File: src/rtl/child_inst_rr_scheduler.sv
// -----------------------------------------------------------------------------
// child_inst_rr_scheduler
//
// Round-robin scheduler that shares one resource slot between the child
// instances of a generated root module. One child is granted at a time. The
// grant is held until that child pulses done. A one-cycle gap follows, and
// then the scheduler arbitrates again.
//
// The search for the next winner starts at the child after the last
// winner. After reset, child 0 has first priority.
//
// Optional feature (compile-time macro):
//   ARB_TIMEOUT_EN - adds a grant watchdog. A grant that has been held for
//                    TIMEOUT_CYCLES busy cycles without a done is revoked.
//                    The revoke pulses timeout_o for one cycle. Without
//                    the macro, timeout_o is tied to 0 and a grant may be
//                    held indefinitely.
//
// Ports:
//   clk          in   clock, rising edge
//   rst_n        in   asynchronous active-low reset (release is expected to
//                     be synchronised to clk by the root's reset logic)
//   req_i        in   [N_CHILD]  per-child request, level
//   done_i       in   [N_CHILD]  per-child completion pulse
//   gnt_o        out  [N_CHILD]  one-hot grant, registered
//   gnt_id_o     out  [ID_W]     index of the granted child; holds when idle
//   busy_o       out  a grant is active
//   grant_cnt_o  out  [CNT_W]    total grants issued, wrapping
//   timeout_o    out  one-cycle pulse on watchdog revoke
// -----------------------------------------------------------------------------
module child_inst_rr_scheduler #(
   parameter int N_CHILD        = 5,
   parameter int ID_W           = $clog2(N_CHILD),
   parameter int CNT_W          = 16,
   parameter int TIMEOUT_CYCLES = 64
) (
   input  logic               clk,
   input  logic               rst_n,
   input  logic [N_CHILD-1:0] req_i,
   input  logic [N_CHILD-1:0] done_i,
   output logic [N_CHILD-1:0] gnt_o,
   output logic [ID_W-1:0]    gnt_id_o,
   output logic               busy_o,
   output logic [CNT_W-1:0]   grant_cnt_o,
   output logic               timeout_o
);

   typedef enum logic [1:0] {
      ST_IDLE = 2'd0,
      ST_BUSY = 2'd1,
      ST_GAP  = 2'd2
   } state_e;

   state_e             state_q, state_d;
   logic [N_CHILD-1:0] gnt_q, gnt_d;
   logic [ID_W-1:0]    gnt_id_q, gnt_id_d;
   logic [ID_W-1:0]    last_q, last_d;
   logic               busy_q, busy_d;
   logic [CNT_W-1:0]   cnt_q, cnt_d;

   logic [ID_W-1:0]    winner_s;
   logic               win_vld_s;
   logic               done_s;
   logic               tmo_hit_s;
   logic               release_s;

   // Reject illegal configurations at elaboration time.
   if (N_CHILD < 2 || N_CHILD > 16 || TIMEOUT_CYCLES < 1) begin : g_param_check
      $error("child_inst_rr_scheduler: N_CHILD must be 2..16 and TIMEOUT_CYCLES >= 1");
   end

   // Circular priority search, starting at the child after the last winner.
   always_comb begin
      int          idx_v;
      logic [ID_W-1:0] idx_id_v;
      win_vld_s = 1'b0;
      winner_s  = '0;
      idx_v     = 0;
      idx_id_v  = '0;
      for (int i = 1; i <= N_CHILD; i++) begin
         idx_v = int'(last_q) + i;
         if (idx_v >= N_CHILD) begin
            idx_v = idx_v - N_CHILD;
         end else begin
            idx_v = idx_v;
         end
         idx_id_v = ID_W'(idx_v);
         if (!win_vld_s && req_i[idx_id_v]) begin
            win_vld_s = 1'b1;
            winner_s  = idx_id_v;
         end else begin
            win_vld_s = win_vld_s;
         end
      end
   end

   // Only the granted child's done bit matters. Bits from other children are ignored.
   assign done_s    = done_i[gnt_id_q];
   assign release_s = (state_q == ST_BUSY) && (done_s || tmo_hit_s);

`ifdef ARB_TIMEOUT_EN
   localparam int TMO_W = $clog2(TIMEOUT_CYCLES + 1);

   logic [TMO_W-1:0] tmo_cnt_q, tmo_cnt_d;
   logic             tmo_q, tmo_d;

   // The counter holds the number of busy cycles already completed. Revoke
   // at the last allowed cycle unless done arrives in that same cycle,
   // because done takes precedence.
   assign tmo_hit_s = (state_q == ST_BUSY) && !done_s &&
                      (tmo_cnt_q == TMO_W'(TIMEOUT_CYCLES - 1));

   // Watchdog next-state: clear while idle, count busy cycles, flag revoke.
   always_comb begin
      tmo_cnt_d = tmo_cnt_q;
      tmo_d     = 1'b0;
      case (state_q)
         ST_IDLE: begin
            tmo_cnt_d = '0;
         end
         ST_BUSY: begin
            tmo_cnt_d = tmo_cnt_q + TMO_W'(1);
            tmo_d     = tmo_hit_s;
         end
         default: begin
            tmo_cnt_d = tmo_cnt_q;
         end
      endcase
   end

   // Watchdog registers. The pulse lands on the GAP cycle.
   always_ff @(posedge clk or negedge rst_n) begin
      if (!rst_n) begin
         tmo_cnt_q <= '0;
         tmo_q     <= 1'b0;
      end else begin
         tmo_cnt_q <= tmo_cnt_d;
         tmo_q     <= tmo_d;
      end
   end

   assign timeout_o = tmo_q;
`else
   assign tmo_hit_s = 1'b0;
   assign timeout_o = 1'b0;
`endif

   // FSM state register.
   always_ff @(posedge clk or negedge rst_n) begin
      if (!rst_n) begin
         state_q <= ST_IDLE;
      end else begin
         state_q <= state_d;
      end
   end

   // FSM next-state logic.
   always_comb begin
      state_d = state_q;
      case (state_q)
         ST_IDLE: begin
            if (win_vld_s) begin
               state_d = ST_BUSY;
            end else begin
               state_d = ST_IDLE;
            end
         end
         ST_BUSY: begin
            if (release_s) begin
               state_d = ST_GAP;
            end else begin
               state_d = ST_BUSY;
            end
         end
         ST_GAP: begin
            state_d = ST_IDLE;
         end
         default: begin
            state_d = ST_IDLE;
         end
      endcase
   end

   // FSM output logic: next values of the registered grant outputs.
   always_comb begin
      gnt_d    = gnt_q;
      gnt_id_d = gnt_id_q;
      busy_d   = busy_q;
      cnt_d    = cnt_q;
      last_d   = last_q;
      case (state_q)
         ST_IDLE: begin
            if (win_vld_s) begin
               gnt_d    = {{(N_CHILD-1){1'b0}}, 1'b1} << winner_s;
               gnt_id_d = winner_s;
               busy_d   = 1'b1;
               cnt_d    = cnt_q + CNT_W'(1);
            end else begin
               gnt_d  = '0;
               busy_d = 1'b0;
            end
         end
         ST_BUSY: begin
            if (release_s) begin
               gnt_d  = '0;
               busy_d = 1'b0;
               last_d = gnt_id_q;
            end else begin
               gnt_d  = gnt_q;
               busy_d = 1'b1;
            end
         end
         ST_GAP: begin
            gnt_d  = '0;
            busy_d = 1'b0;
         end
         default: begin
            gnt_d  = '0;
            busy_d = 1'b0;
         end
      endcase
   end

   // Output and priority-pointer registers. last_q starts at the top index,
   // so child 0 is searched first after reset.
   always_ff @(posedge clk or negedge rst_n) begin
      if (!rst_n) begin
         gnt_q    <= '0;
         gnt_id_q <= '0;
         busy_q   <= 1'b0;
         cnt_q    <= '0;
         last_q   <= ID_W'(N_CHILD - 1);
      end else begin
         gnt_q    <= gnt_d;
         gnt_id_q <= gnt_id_d;
         busy_q   <= busy_d;
         cnt_q    <= cnt_d;
         last_q   <= last_d;
      end
   end

   assign gnt_o       = gnt_q;
   assign gnt_id_o    = gnt_id_q;
   assign busy_o      = busy_q;
   assign grant_cnt_o = cnt_q;

endmodule

File: config.mk
export PLATFORM = sky130hd
export DESIGN_NAME = child_inst_rr_scheduler
export DESIGN_NICKNAME = d
export VERILOG_FILES = /design/src/rtl/child_inst_rr_scheduler.sv
export SDC_FILE = /design/constraint.sdc
export NUM_CORES = 1
export LEC_CHECK = 0
export BUFFER_PORTS_ARGS = -buffer_cell sky130_fd_sc_hd__buf_2
export CELL_PAD_IN_SITES_DETAIL_PLACEMENT = 2
export CELL_PAD_IN_SITES_GLOBAL_PLACEMENT = 2
export CORE_MARGIN = 4
export CORE_UTILIZATION = 38
export CTS_CLUSTER_SIZE = 14
export DETAILED_ROUTE_END_ITERATION = 8
export GPL_TIMING_DRIVEN = 1
export PLACE_DENSITY = 0.9
export SYNTH_ARGS = -nofsm -noshare
export SYNTH_HDL_FRONTEND = slang
export SYNTH_SLANG_ARGS = --single-unit
File: constraint.sdc
create_clock -name clk -period 10.1 [get_ports clk]
set_input_delay 2.02 -clock clk [delete_from_list [all_inputs] [get_ports clk]]
set_output_delay 2.02 -clock clk [all_outputs]
set_load 0.01 [all_outputs]
==> impl_metrics.env <==
export IMPL_status="finished clean"
export IMPL_cp_required_ps=10270
export IMPL_synthTopCellsByArea="dfrtp_1 26%, ha_1 5.1%, xnor2_1 4.8%"
export IMPL_setup_ws_ps=5490
export IMPL_ys_types=74
export IMPL_cpPeakStageDelay_ps=860
export IMPL_period_share_pct=45.7
export IMPL_ir_drop_uv=157
export IMPL_io_pins=38
export IMPL_top_layer="met4"
export IMPL_hp_class="reg2reg"
export IMPL_synth_seq_cells=29
export IMPL_rsz0062_at_grt="no"
export IMPL_syn_area_sq_um=2710
export IMPL_async_flop_share_pct=100
export IMPL_io_buffers=36
export IMPL_synthCells=302
export IMPL_cts_clk_slew_worst_paths_ps=70
export IMPL_layout_nets=349
export IMPL_initialDrtViolationCount=185
export IMPL_grt_overflow_total=0
export IMPL_dieArea_sq_um=8550
export IMPL_num_vias=2544
export IMPL_std_cell_rows=30
export IMPL_grt_max_degree=37
export IMPL_place_area_sq_um=2890
export IMPL_cts_buffer_depth=2
export IMPL_hold_violations=0
export IMPL_final_setup_tns_ps=0
export IMPL_setup_violations_final=0
export IMPL_pre_cts_ws_ps=5230
export IMPL_cp_buffers_inverters=1
export IMPL_relSlewSlack_pct=28.4
export IMPL_synth_fp_nets=326
export IMPL_finClkSkew_ps=6.98
export IMPL_yosys_area_top_type="dfrtp_1"
export IMPL_avgViaCountPerCell=6.03
export IMPL_yosysWarnings=0
export IMPL_die_h_um=92.5
export IMPL_fmax_mhz=217
export IMPL_cpLargestDelayFamily="compound AO/OA/AOI/OAI gates"
export IMPL_drc_errors=0
export IMPL_clockRootBuffer="clkbuf_8"
export IMPL_drive_gt1_share_pct=22.7
export IMPL_die_w_um=92.5
export IMPL_cap_violations=0
export IMPL_power_density_nw_per_um2=376
export IMPL_diodes=0
export IMPL_crit_chain="buf_2 -> nor2b_1 -> a211oi_1 -> a2111oi_1 -> or2_1 -> nor2_2 -> a311oi_4 -> nand4_1 -> xnor2_1"
export IMPL_fin_crit_ps=4610
export IMPL_reg2reg_slack_ps=5530
export IMPL_worst_slew_pin_slew_ps=1070
export IMPL_antenna_left=0
export IMPL_slew_violations=0
export IMPL_wl_met1_um=3850
export IMPL_syn_area_per_cell_sq_um=8.97
export IMPL_core_area_sq_um=6870
export IMPL_routed_wl_um=9300
export IMPL_cts_setup_buffers=0
export IMPL_synthFlopType="dfrtp_1"
export IMPL_fin_area_sq_um=2970
export IMPL_place_congestion=0.913
export IMPL_synth_edff_count=0
export IMPL_cp_max_fo=23
export IMPL_seq_area_frac_synth_pct=26.8
export IMPL_drt_wirelength_per_cell_um=22.0
export IMPL_syn2layout_area_growth_pct=9.74
export IMPL_wl_met3_um=332
export IMPL_antenna_found_initial=0
export IMPL_dr_pass1_iters=4
export IMPL_start_kind="primary input"
export IMPL_cpMaxStageDelayCell="a311oi_4"
export IMPL_synth_top_area_share_pct=25.9
export IMPL_holdWs_ps=481
export IMPL_p_leak_nw=1.31
export IMPL_fin_total_pwr_w=0.00112
export IMPL_clkSinkCount=29
export IMPL_grt_pass1_wl_um=15400
export IMPL_cp_arrival_ps=4780
export IMPL_post_dp_hpwl_um=7180
export IMPL_endpoint_kind="flop"
export IMPL_cts_buffers=5
export IMPL_wl_met2_um=4930
export IMPL_hold_buffers=0
export IMPL_grt_pass1_vias=2835
export IMPL_start_util_pct=39.5
export IMPL_cts_tree="yes"
export IMPL_grt_total_usage_pct=22.8
export IMPL_path_class="in2reg"
export IMPL_clock_latency_ps=290
export IMPL_cts_htree_levels=2
export IMPL_cts_resized=0
cells in the mapped netlist, types with 7 or more instances:
library cell and count:
and3_1 10, o21ai_0 12, inv_1 10, a21o_1 8
a21oi_1 14, o211ai_1 7, nand2_1 20, nand3_1 10
nor2_1 17, nand4_1 10, ha_1 11, xnor2_1 15
dfrtp_1 28, buf_2 8, nor2b_1 9
registers in the layout, indices dropped and copies added (netlist names):
name / flops
gnt_id_o: 3
gnt_o: 5
grant_cnt_o: 16
last_q: 3
state_q: 2
routing by layer:
layer	vias up	global-route usage, %
li1	1161	-
met1	1299	27.6
met2	61	41.0
met3	23	3.57
met4	0	7.55
met5	-	0
layout make-up:
type,instances,area (sq um)
clock inverters,3,17.5
clock buffers,5,68.8
inverters,11,41.3
well taps,96,120
flip-flops and latches,29,727
repair buffers,37,188
fillers,757,3890
multi-input cells,241,1810
metrics by stage:
stage | util, % | cells
global placement | 42.0 | 414
finish | 43.3 | 422
floorplan | - | 302
detailed placement | 42.0 | 414
global route | 43.3 | 422
CTS | 43.3 | 422
worst paths after layout:
kind | startpoint | end | depth (start not counted)
hold / removal | grant_cnt_o[15]$_DFFE_PN0P_ | grant_cnt_o[15]$_DFFE_PN0P_ | 1
setup reg to reg | last_q[1]$_DFFE_PN0P_ | grant_cnt_o[4]$_DFFE_PN0P_ | 11
min in group asynchronous | rst_n | gnt_o[1]$_DFFE_PN0N_ | 1
hold reg to reg | grant_cnt_o[15]$_DFFE_PN0P_ | grant_cnt_o[15]$_DFFE_PN0P_ | 1
max in group asynchronous | rst_n | grant_cnt_o[1]$_DFFE_PN0P_ | 1
setup / recovery | req_i[2] | grant_cnt_o[4]$_DFFE_PN0P_ | 9
cell usage in the layout (no fill, tap or decap), types with 5 or more instances in the layout:
| master | count |
|---|---|
| nor2b_1 | 9 |
| nand2b_1 | 6 |
| nand2_1 | 20 |
| xnor2_1 | 15 |
| mux2_2 | 5 |
| clkbuf_8 | 5 |
| nand4_1 | 10 |
| dfrtp_1 | 28 |
| and3_1 | 10 |
| buf_2 | 36 |
| ha_1 | 11 |
| nor2_1 | 17 |
| o21ai_0 | 12 |
| a21o_1 | 8 |
| o211ai_1 | 7 |
| inv_1 | 10 |
| a21oi_1 | 14 |
| nand3_1 | 10 |
where the power goes:
part           switching, W  leakage (nW)  total (W)  internal [W]
Clock             0.0000476        0.0439  0.0000950     0.0000474
Sequential        0.0000496         0.380   0.000198      0.000149
Combinational      0.000508         0.887   0.000825      0.000317
Total              0.000605          1.31    0.00112      0.000513
cells by family after synthesis:
group / count (synthesis) / synth area share (%)
muxes: 13 / 6.51
AOI/OAI and AO/OA: 88 / 25.5
DFF: 29 / 26.8
buffers and inverters: 32 / 6.32
xor gates and xnor gates: 16 / 5.17
and+or+nand+nor: 111 / 23.7
adders and majority gates: 12 / 5.82
other: 1 / 0.138
Note: power is estimated with default switching activity, not from simulation.
